==> src/rtl/sr_rx_pkg.sv <==
// sr_rx_pkg: shared FSM state type and counter sizing for the shift-register readback receiver.
package sr_rx_pkg;

    typedef enum logic [1:0] {
        IDLE  = 2'd0,
        DELAY = 2'd1,
        SHIFT = 2'd2
    } state_e;

    // The bit counter must also hold DATA_WIDTH itself, the frame-complete step.
    function automatic int cnt_width(input int n);
        return $clog2(n + 1);
    endfunction

endpackage

==> src/rtl/sr_rx_channel.sv <==
// sr_rx_channel: one channel's staging register with synchronous clear and indexed single-bit write.
module sr_rx_channel
    import sr_rx_pkg::*;
#(
    parameter int DATA_WIDTH = 170,
    parameter int IW         = 8
) (
    input  logic                  clk,
    input  logic                  rst,
    input  logic                  clr,
    input  logic                  we,
    input  logic [IW-1:0]         idx,
    input  logic                  din,
    output logic [DATA_WIDTH-1:0] stg
);

    logic [DATA_WIDTH-1:0] stg_q, stg_d;

    // Clear and write may coincide when a zero-delay frame captures bit 0 at its start edge.
    always_comb begin
        stg_d = clr ? '0 : stg_q;
        if (we) stg_d[idx] = din;
    end

    always_ff @(negedge clk or posedge rst)
        if (rst) stg_q <= '0;
        else     stg_q <= stg_d;

    assign stg = stg_q;

endmodule

==> src/rtl/sr_readback_rx.sv <==
// sr_readback_rx: multi-channel shift-register readback receiver with programmable delay,
// selectable bit order and a valid/ready output with overrun reporting.
module sr_readback_rx
    import sr_rx_pkg::*;
#(
    parameter int DATA_WIDTH = 170,
    parameter int NCH        = 4,
    parameter int DLY_W      = 3
) (
    input  logic                      clk,
    input  logic                      rst,
    input  logic                      start,
    input  logic                      abort,
    input  logic [DLY_W-1:0]          read_delay,
    input  logic                      msb_first,
    input  logic [NCH-1:0]            data_in,
    output logic [NCH*DATA_WIDTH-1:0] dout,
    output logic                      valid,
    input  logic                      ready,
    output logic                      busy,
    output logic                      overrun
);

    localparam int CW = cnt_width(DATA_WIDTH);
    localparam int IW = $clog2(DATA_WIDTH);

    state_e                    state_q, state_d;
    logic [DLY_W-1:0]          dly_q, dly_d;
    logic [CW-1:0]             cnt_q, cnt_d, wcnt, widx;
    logic                      m_q, m_d, m_eff;
    logic [NCH*DATA_WIDTH-1:0] stg, dout_q, dout_d;
    logic                      valid_q, valid_d, overrun_q, overrun_d;
    logic                      clr, we, done, go;

    // The completion edge doubles as an IDLE edge so frames can run back to back.
    assign done = state_q == SHIFT && cnt_q == CW'(DATA_WIDTH) && !abort;
    assign go   = start && (state_q == IDLE || done);
    assign widx = m_eff ? CW'(DATA_WIDTH - 1) - wcnt : wcnt;

    always_comb begin
        state_d   = state_q;
        dly_d     = dly_q;
        cnt_d     = cnt_q;
        m_d       = m_q;
        dout_d    = dout_q;
        valid_d   = valid_q && !ready;
        overrun_d = 1'b0;
        clr       = 1'b0;
        we        = 1'b0;
        wcnt      = cnt_q;
        m_eff     = m_q;
        if (state_q != IDLE && abort) begin
            state_d = IDLE;
            cnt_d   = '0;
        end else if (state_q == DELAY) begin
            we      = dly_q == '0;
            cnt_d   = we ? CW'(1) : cnt_q;
            state_d = we ? SHIFT : DELAY;
            dly_d   = we ? dly_q : dly_q - DLY_W'(1);
        end else if (state_q == SHIFT && !done) begin
            we    = 1'b1;
            cnt_d = cnt_q + CW'(1);
        end
        if (done) begin
            dout_d    = stg;
            valid_d   = 1'b1;
            overrun_d = valid_q && !ready;
            state_d   = IDLE;
            cnt_d     = '0;
        end
        if (go) begin
            m_d     = msb_first;
            m_eff   = msb_first;
            dly_d   = read_delay - DLY_W'(1);
            clr     = 1'b1;
            wcnt    = '0;
            we      = read_delay == '0;
            cnt_d   = we ? CW'(1) : '0;
            state_d = we ? SHIFT : DELAY;
        end
    end

    always_ff @(negedge clk or posedge rst)
        if (rst) begin
            state_q   <= IDLE;
            dly_q     <= '0;
            cnt_q     <= '0;
            m_q       <= 1'b0;
            dout_q    <= '0;
            valid_q   <= 1'b0;
            overrun_q <= 1'b0;
        end else begin
            state_q   <= state_d;
            dly_q     <= dly_d;
            cnt_q     <= cnt_d;
            m_q       <= m_d;
            dout_q    <= dout_d;
            valid_q   <= valid_d;
            overrun_q <= overrun_d;
        end

    for (genvar g = 0; g < NCH; g++) begin : g_ch
        sr_rx_channel #(.DATA_WIDTH(DATA_WIDTH), .IW(IW)) u_ch (
            .clk (clk),
            .rst (rst),
            .clr (clr),
            .we  (we),
            .idx (widx[IW-1:0]),
            .din (data_in[g]),
            .stg (stg[g*DATA_WIDTH +: DATA_WIDTH])
        );
    end

    assign dout    = dout_q;
    assign valid   = valid_q;
    assign busy    = state_q != IDLE;
    assign overrun = overrun_q;

endmodule

==> config.mk <==
export PLATFORM = sky130hd
export DESIGN_NAME = sr_readback_rx
export DESIGN_NICKNAME = d
export VERILOG_FILES = /design/src/rtl/sr_rx_pkg.sv /design/src/rtl/sr_rx_channel.sv /design/src/rtl/sr_readback_rx.sv
export SDC_FILE = /design/constraint.sdc
export NUM_CORES = 2
export LEC_CHECK = 0
export CORE_MARGIN = 5
export CORE_UTILIZATION = 65
export CTS_CLUSTER_DIAMETER = 150
export DETAILED_ROUTE_END_ITERATION = 8
export DONT_BUFFER_PORTS = 1
export PLACE_DENSITY = 0.81
export SLEW_MARGIN = 10
export SYNTH_ARGS = -nofsm -noshare
export SYNTH_HDL_FRONTEND = slang
export SYNTH_SLANG_ARGS = --single-unit
==> constraint.sdc <==
create_clock -name clk -period 106.2 [get_ports clk]
set_input_delay 15.93 -clock clk [delete_from_list [all_inputs] [get_ports clk]]
set_output_delay 15.93 -clock clk [all_outputs]
set_load 0.01 [all_outputs]
* After elaboration in Yosys (flattened, before gate mapping)
Index checks and enable logic that the tools add are counted.
** Cells by class
- Add/subtract/negate cells :: 4
- Magnitude comparators :: 2
- Equal/unequal tests :: 6
- Muxes and demuxes :: 41
- Reduce and logical (&&, ||, !) cells :: 20
** Operator list (number)
- $mux 170 :: 8
- $bwmux 170 :: 4
- $mux 8 :: 8
- $mux 2 :: 6
- $mux 3 :: 4
- $mux 1 :: 10
- $lt 8x9->1 const B :: 1
- $add 8x1->8 const B :: 1
- $demux 1 s8 :: 1
- $eq 8x8->1 const B :: 1
- $ge 8x1->1 const B :: 1
- $sub 8x8->8 const A :: 1
- $logic_and 1x1->1 :: 7
- $logic_not 3->1 :: 2
- $sub 3x1->3 const B :: 2
- $ne 5x4->1 const B :: 1
- $reduce_bool 5->1 :: 1
- $ne 2x2->1 const B :: 2
- $reduce_bool 2->1 :: 2
- $reduce_bool 4->1 :: 1
- $logic_not 1->1 :: 3
- $reduce_and 3->1 :: 1
- $eq 2x1->1 const B :: 1
- $eq 2x2->1 const B :: 1
- 3 further kinds :: 3
** Storage, ports and cells
- Bits in registers :: 1376
- Input port bits :: 13
- Output and inout port bits :: 683
- Word-level logic and storage cells :: 84

* Longest topological paths before layout
- Word-level depth :: 14
- Mapped depth :: 20
- Depth with buffers taken out :: 14

* Hierarchy
Synthesis repeated with hierarchy kept, for this count alone.
** Second synthesis, totals
- Cells, all modules :: 6237
- Area, all modules :: 62632.6 µm²
** Modules (own cells, without submodules)
- sr_readback_rx :: times used 1, cells each 3010, area an instance 26937.1 µm², seq. area each 17416.7 µm²
- sr_rx_channel at g_ch[1].u_ch ... :: times used 2, cells each 807, area an instance 8959.8 µm², seq. area each 4254.1 µm²
- sr_rx_channel at g_ch[0].u_ch :: times used 1, cells each 807, area an instance 9013.6 µm², seq. area each 4254.1 µm²
- sr_rx_channel at g_ch[3].u_ch :: times used 1, cells each 806, area an instance 8762.2 µm², seq. area each 4254.1 µm²

==> flow_summary_export.csv <==
group,metric,value,unit
place,place.detailed.hpwl,108000,um
layout,postLayoutCellArea,60400,um^2
power,peakVddDrop,16.3,uV
logic_synthesis,synth-compound-area-share,5.59,%
flow_run,max_cap_viol_count,0,
logic_synthesis,synth_top_area_cell,"dfrtn_1",
logic_synthesis,yosys.area.top_type_share,62.4,%
clock_tree,cts-root-buf,"clkbuf_16",
die,ios,696,
drt,drt_pre_antenna_iters,7,
logic_synthesis,yosys.area_share.simple,24.5,%
logic_synthesis,synthTopCellsByArea,"dfrtn_1 62%, nand2_1 19%, mux2i_1 4.4%, o21ai_0 4.0%, nand3_1 3.0%",
worst_setup_path,cp_max_fo,51,
timing,skew,0.0231,ns
die,dieArea,90900,um^2
power,combPwrFrac,9.6,%
logic_synthesis,synth-xor-area-share,0.174,%
grt,grt_usage,37.3,%
logic_synthesis,synth_cell_types,74,
timing,setup_viol,0,
timing,worst_pin_slew,1.39,ns
power,sw_frac_of_total,26.4,%
layout,diodes,0,
hold_path,min_from,"g_ch[1].u_ch.stg[136]",
worst_setup_path,reg2reg_from,"cnt_q[3]",
drt,wire_per_inst,24.6,um
drt,vias_per_cell,6.15,
die,die_w,301,um
worst_setup_path,reg2reg_to,"g_ch[2].u_ch.stg[128]",
drt,routed_wl,171000,um
clock_tree,path_clk_slew,0.05,ns
clock_tree,holdBufCountCts,0,
layout,nets,5758,
logic_synthesis,netlist_area,55200,um^2
worst_setup_path,required,53.56,ns
grt,grt_antenna_before_repair,3,
logic_synthesis,synth-seq-area-share,62.4,%
logic_synthesis,synth-main-ff-cell,"dfrtn_1",
logic_synthesis,synth_seq_cells,1376,
grt,grt_pass1_wl,259000,um
hold_path,worstHoldEndpoint,"dout[306]",
logic_synthesis,synthMuxAreaShare,4.39,%
place,port_buffers,0,
place,gp_congestion,0.939,
power,seq_power_share,47.5,%
grt,overflow,0,
clock_tree,cts_buffer_depth,3,
worst_setup_path,startpoint_type,"primary input",
layout,nFillCells,5889,
logic_synthesis,ys_warn_count,0,
clock_tree,cts_sinks,1376,
die,rows,106,
die,start_util,65.8,%
hold_path,min_path_type,"reg2reg",
timing,slew_violations,0,
die,fp.coreArea,84000,um^2
place,place_area,55800,um^2
logic_synthesis,synth_top_family_by_area,"simple AND/OR/NAND/NOR gates",
clock_tree,cts_setup_buffers,0,
timing,relSlewSlack,7.32,%
logic_synthesis,synthAdderAreaFrac,0.0906,%
drt,drc,0,
clock_tree,cts_resized,0,
drt,vias,42900,
logic_synthesis,async_reset_ff_share,100,%
logic_synthesis,synth_edf_count,0,
timing,hold_violations,0,
power,clkPwrFrac,42.9,%
logic_synthesis,syn_inst,5933,
clock_tree,cts_tree,"built",
clock_tree,ctsHtreeMaxLevel,4,
worst_setup_path,endpoint_kind,"flop",
drt,drt_iter0_drc,4783,
grt,grt_max_degree,252,
clock_tree,cts_buffers,137,
timing,finalSetupTns,0,ns
timing,rsz0062_at_grt,"no",
drt,final_antenna_net_count,0,
timing,holdWs,0.409,ns
grt,grt_pass1_vias,42300,
power,p_int,837,uW
hold_path,hold_depth,2,
power,power.total,1140,uW
logic_synthesis,syn_avg_cell_area,9.31,um^2
worst_setup_path,path_class,"in2reg",
logic_synthesis,syn_nets,5950,
worst_setup_path,r2r_cells,13,
power,p_per_area,18.8,nW/um^2
clock_tree,clkLatencyLatePin,0.69,ns
layout,syn_to_final_growth,9.39,%
worst_setup_path,arrival,20.90,ns
layout,drive_above_1_share,5.95,%
power,p_leak,0.0312,uW
power,power_switching,300,uW
worst_setup_path,ff2ff_setup_slack,100.24,ns
die,die_y,301,um
run_status,status,"finished, final reports clean",
[final cells by class]
class	count	area [um^2]	share of cell area (%)
well taps	1134	1420	2.35
clock buffers	209	4160	6.88
flip-flops and latches	1376	34400	57.0
clock inverters	36	393	0.650
multi-input cells	4148	19400	32.1
repair buffers	64	559	0.926
inverters	14	66.3	0.110
[placed cells by master (no fill, tap or decap), drive strengths merged, types with 3 or more instances in the layout]
master   Yosys  routed
o22ai       17      17
xor2         6       6
ha           4       4
a311oi       3       3
or3          7       7
nand4b       4       4
o211ai      10      10
nor2        72      72
and3        21      21
nor4        13      13
nand4       30      30
nand3      334     334
nor3        44      44
o21a         3       3
buf         41      64
nand2b       8       8
clkinv       0      25
and2        20      20
and4         4       4
o21ai      446     446
nand2     2766    2766
o221ai       4       4
nor2b        6       6
a21oi       19      19
xnor2        5       5
a2111oi      4       4
a211o        6       6
inv         14      17
clkbuf     354     209
mux2i      240     240
a211oi      15      15
a21o         3       3
dfrtn     1376    1376
bufinv       0       6
[Yosys cell counts, drive strengths merged (2+ instances only)]
| master | number |
|---|---|
| and2 | 20 |
| nand3 | 334 |
| or2 | 2 |
| nand4b | 4 |
| nor2 | 72 |
| a2111oi | 4 |
| a311o | 2 |
| clkbuf | 354 |
| buf | 41 |
| nor4 | 13 |
| and4bb | 2 |
| a21boi | 2 |
| a31oi | 2 |
| or3 | 7 |
| o21ai | 446 |
| a21o | 3 |
| nand2 | 2766 |
| nor2b | 6 |
| o22ai | 17 |
| o211a | 2 |
| xnor2 | 5 |
| mux2i | 240 |
| a21oi | 19 |
| dfrtn | 1376 |
| a311oi | 3 |
| a211oi | 15 |
| o21a | 3 |
| inv | 14 |
| ha | 4 |
| and3 | 21 |
| o211ai | 10 |
| nand2b | 8 |
| and4 | 4 |
| xor2 | 6 |
| o221ai | 4 |
| o32ai | 2 |
| nand4 | 30 |
| mux2 | 2 |
| a211o | 6 |
| nor3 | 44 |
| nand4bb | 2 |
[metal layers]
layer  routed length [um]  track usage (%)
met1                62100             47.1
met2                78900             56.8
met3                18000             12.0
met4                12400             22.1
met5                   13                0
[power by group through the flow]
stage	Clock (uW)	Combinational, uW	Sequential [uW]
3_3_place_gp	0	105	548
5_1_grt	514	116	540
6_report	488	109	540
3_5_place_dp	0	106	549
2_1_floorplan	0	73.7	547
4_1_cts	491	107	540
[registers in the layout (all words and copies together), names as in the netlist]
| name | count |
|---|---|
| g_ch.u_ch.stg | 680 |
| cnt_q | 8 |
| dout | 680 |
| dly_q | 3 |
| valid | 1 |
| state_q | 2 |
| overrun | 1 |
| m_q | 1 |
[metrics by stage]
stage | utilization, % | setup slack (ns) | instances
after floorplan | - | 18.63 | 5933
after global placement | 66.5 | 32.04 | 6734
after detailed placement | 66.5 | 32.10 | 6735
after CTS | 71.9 | 32.78 | 6980
after global routing | 72.0 | 32.37 | 6981
final | 72.0 | 32.66 | 6981
[how the worst max path moves through the flow]
stage | depth (start not counted) | to | start | slack (ns)
finish | 12 | g_ch[2].u_ch.stg[128] | start | 32.66
global route | 12 | g_ch[2].u_ch.stg[128] | start | 32.37
CTS | 12 | g_ch[2].u_ch.stg[128] | start | 32.78
detailed placement | 12 | g_ch[2].u_ch.stg[128] | start | 32.10
global placement | 9 | g_ch[1].u_ch.stg[83] | start | 32.04
floorplan | 1 | cnt_q[0] | rst | 18.63
[cell families (layout without fill, tap and decap cells)]
logic type | count (synthesis) | in the layout
AND/OR/NAND/NOR | 3340 | 3340
AO/OA/AOI/OAI | 551 | 551
adder cells (fa/ha/maj) | 4 | 4
multiplexers | 242 | 242
flip-flops | 1376 | 1376
buffers and inverters | 409 | 323
XOR/XNOR | 11 | 11
[worst max-delay path, stage by stage]
cell and delay, ns:
nor2b_1 0.57, nand2_4 0.51, nand2_1 0.20, ha_1 0.42, nand2b_1 0.25, a211o_1 0.21, a2bb2oi_2 0.44, nand3_1 0.91
nor2_4 0.50, buf_4 0.43, nand2_1 0.26, mux2i_1 0.22
No activity file was read; power rests on OpenSTA's default activity.
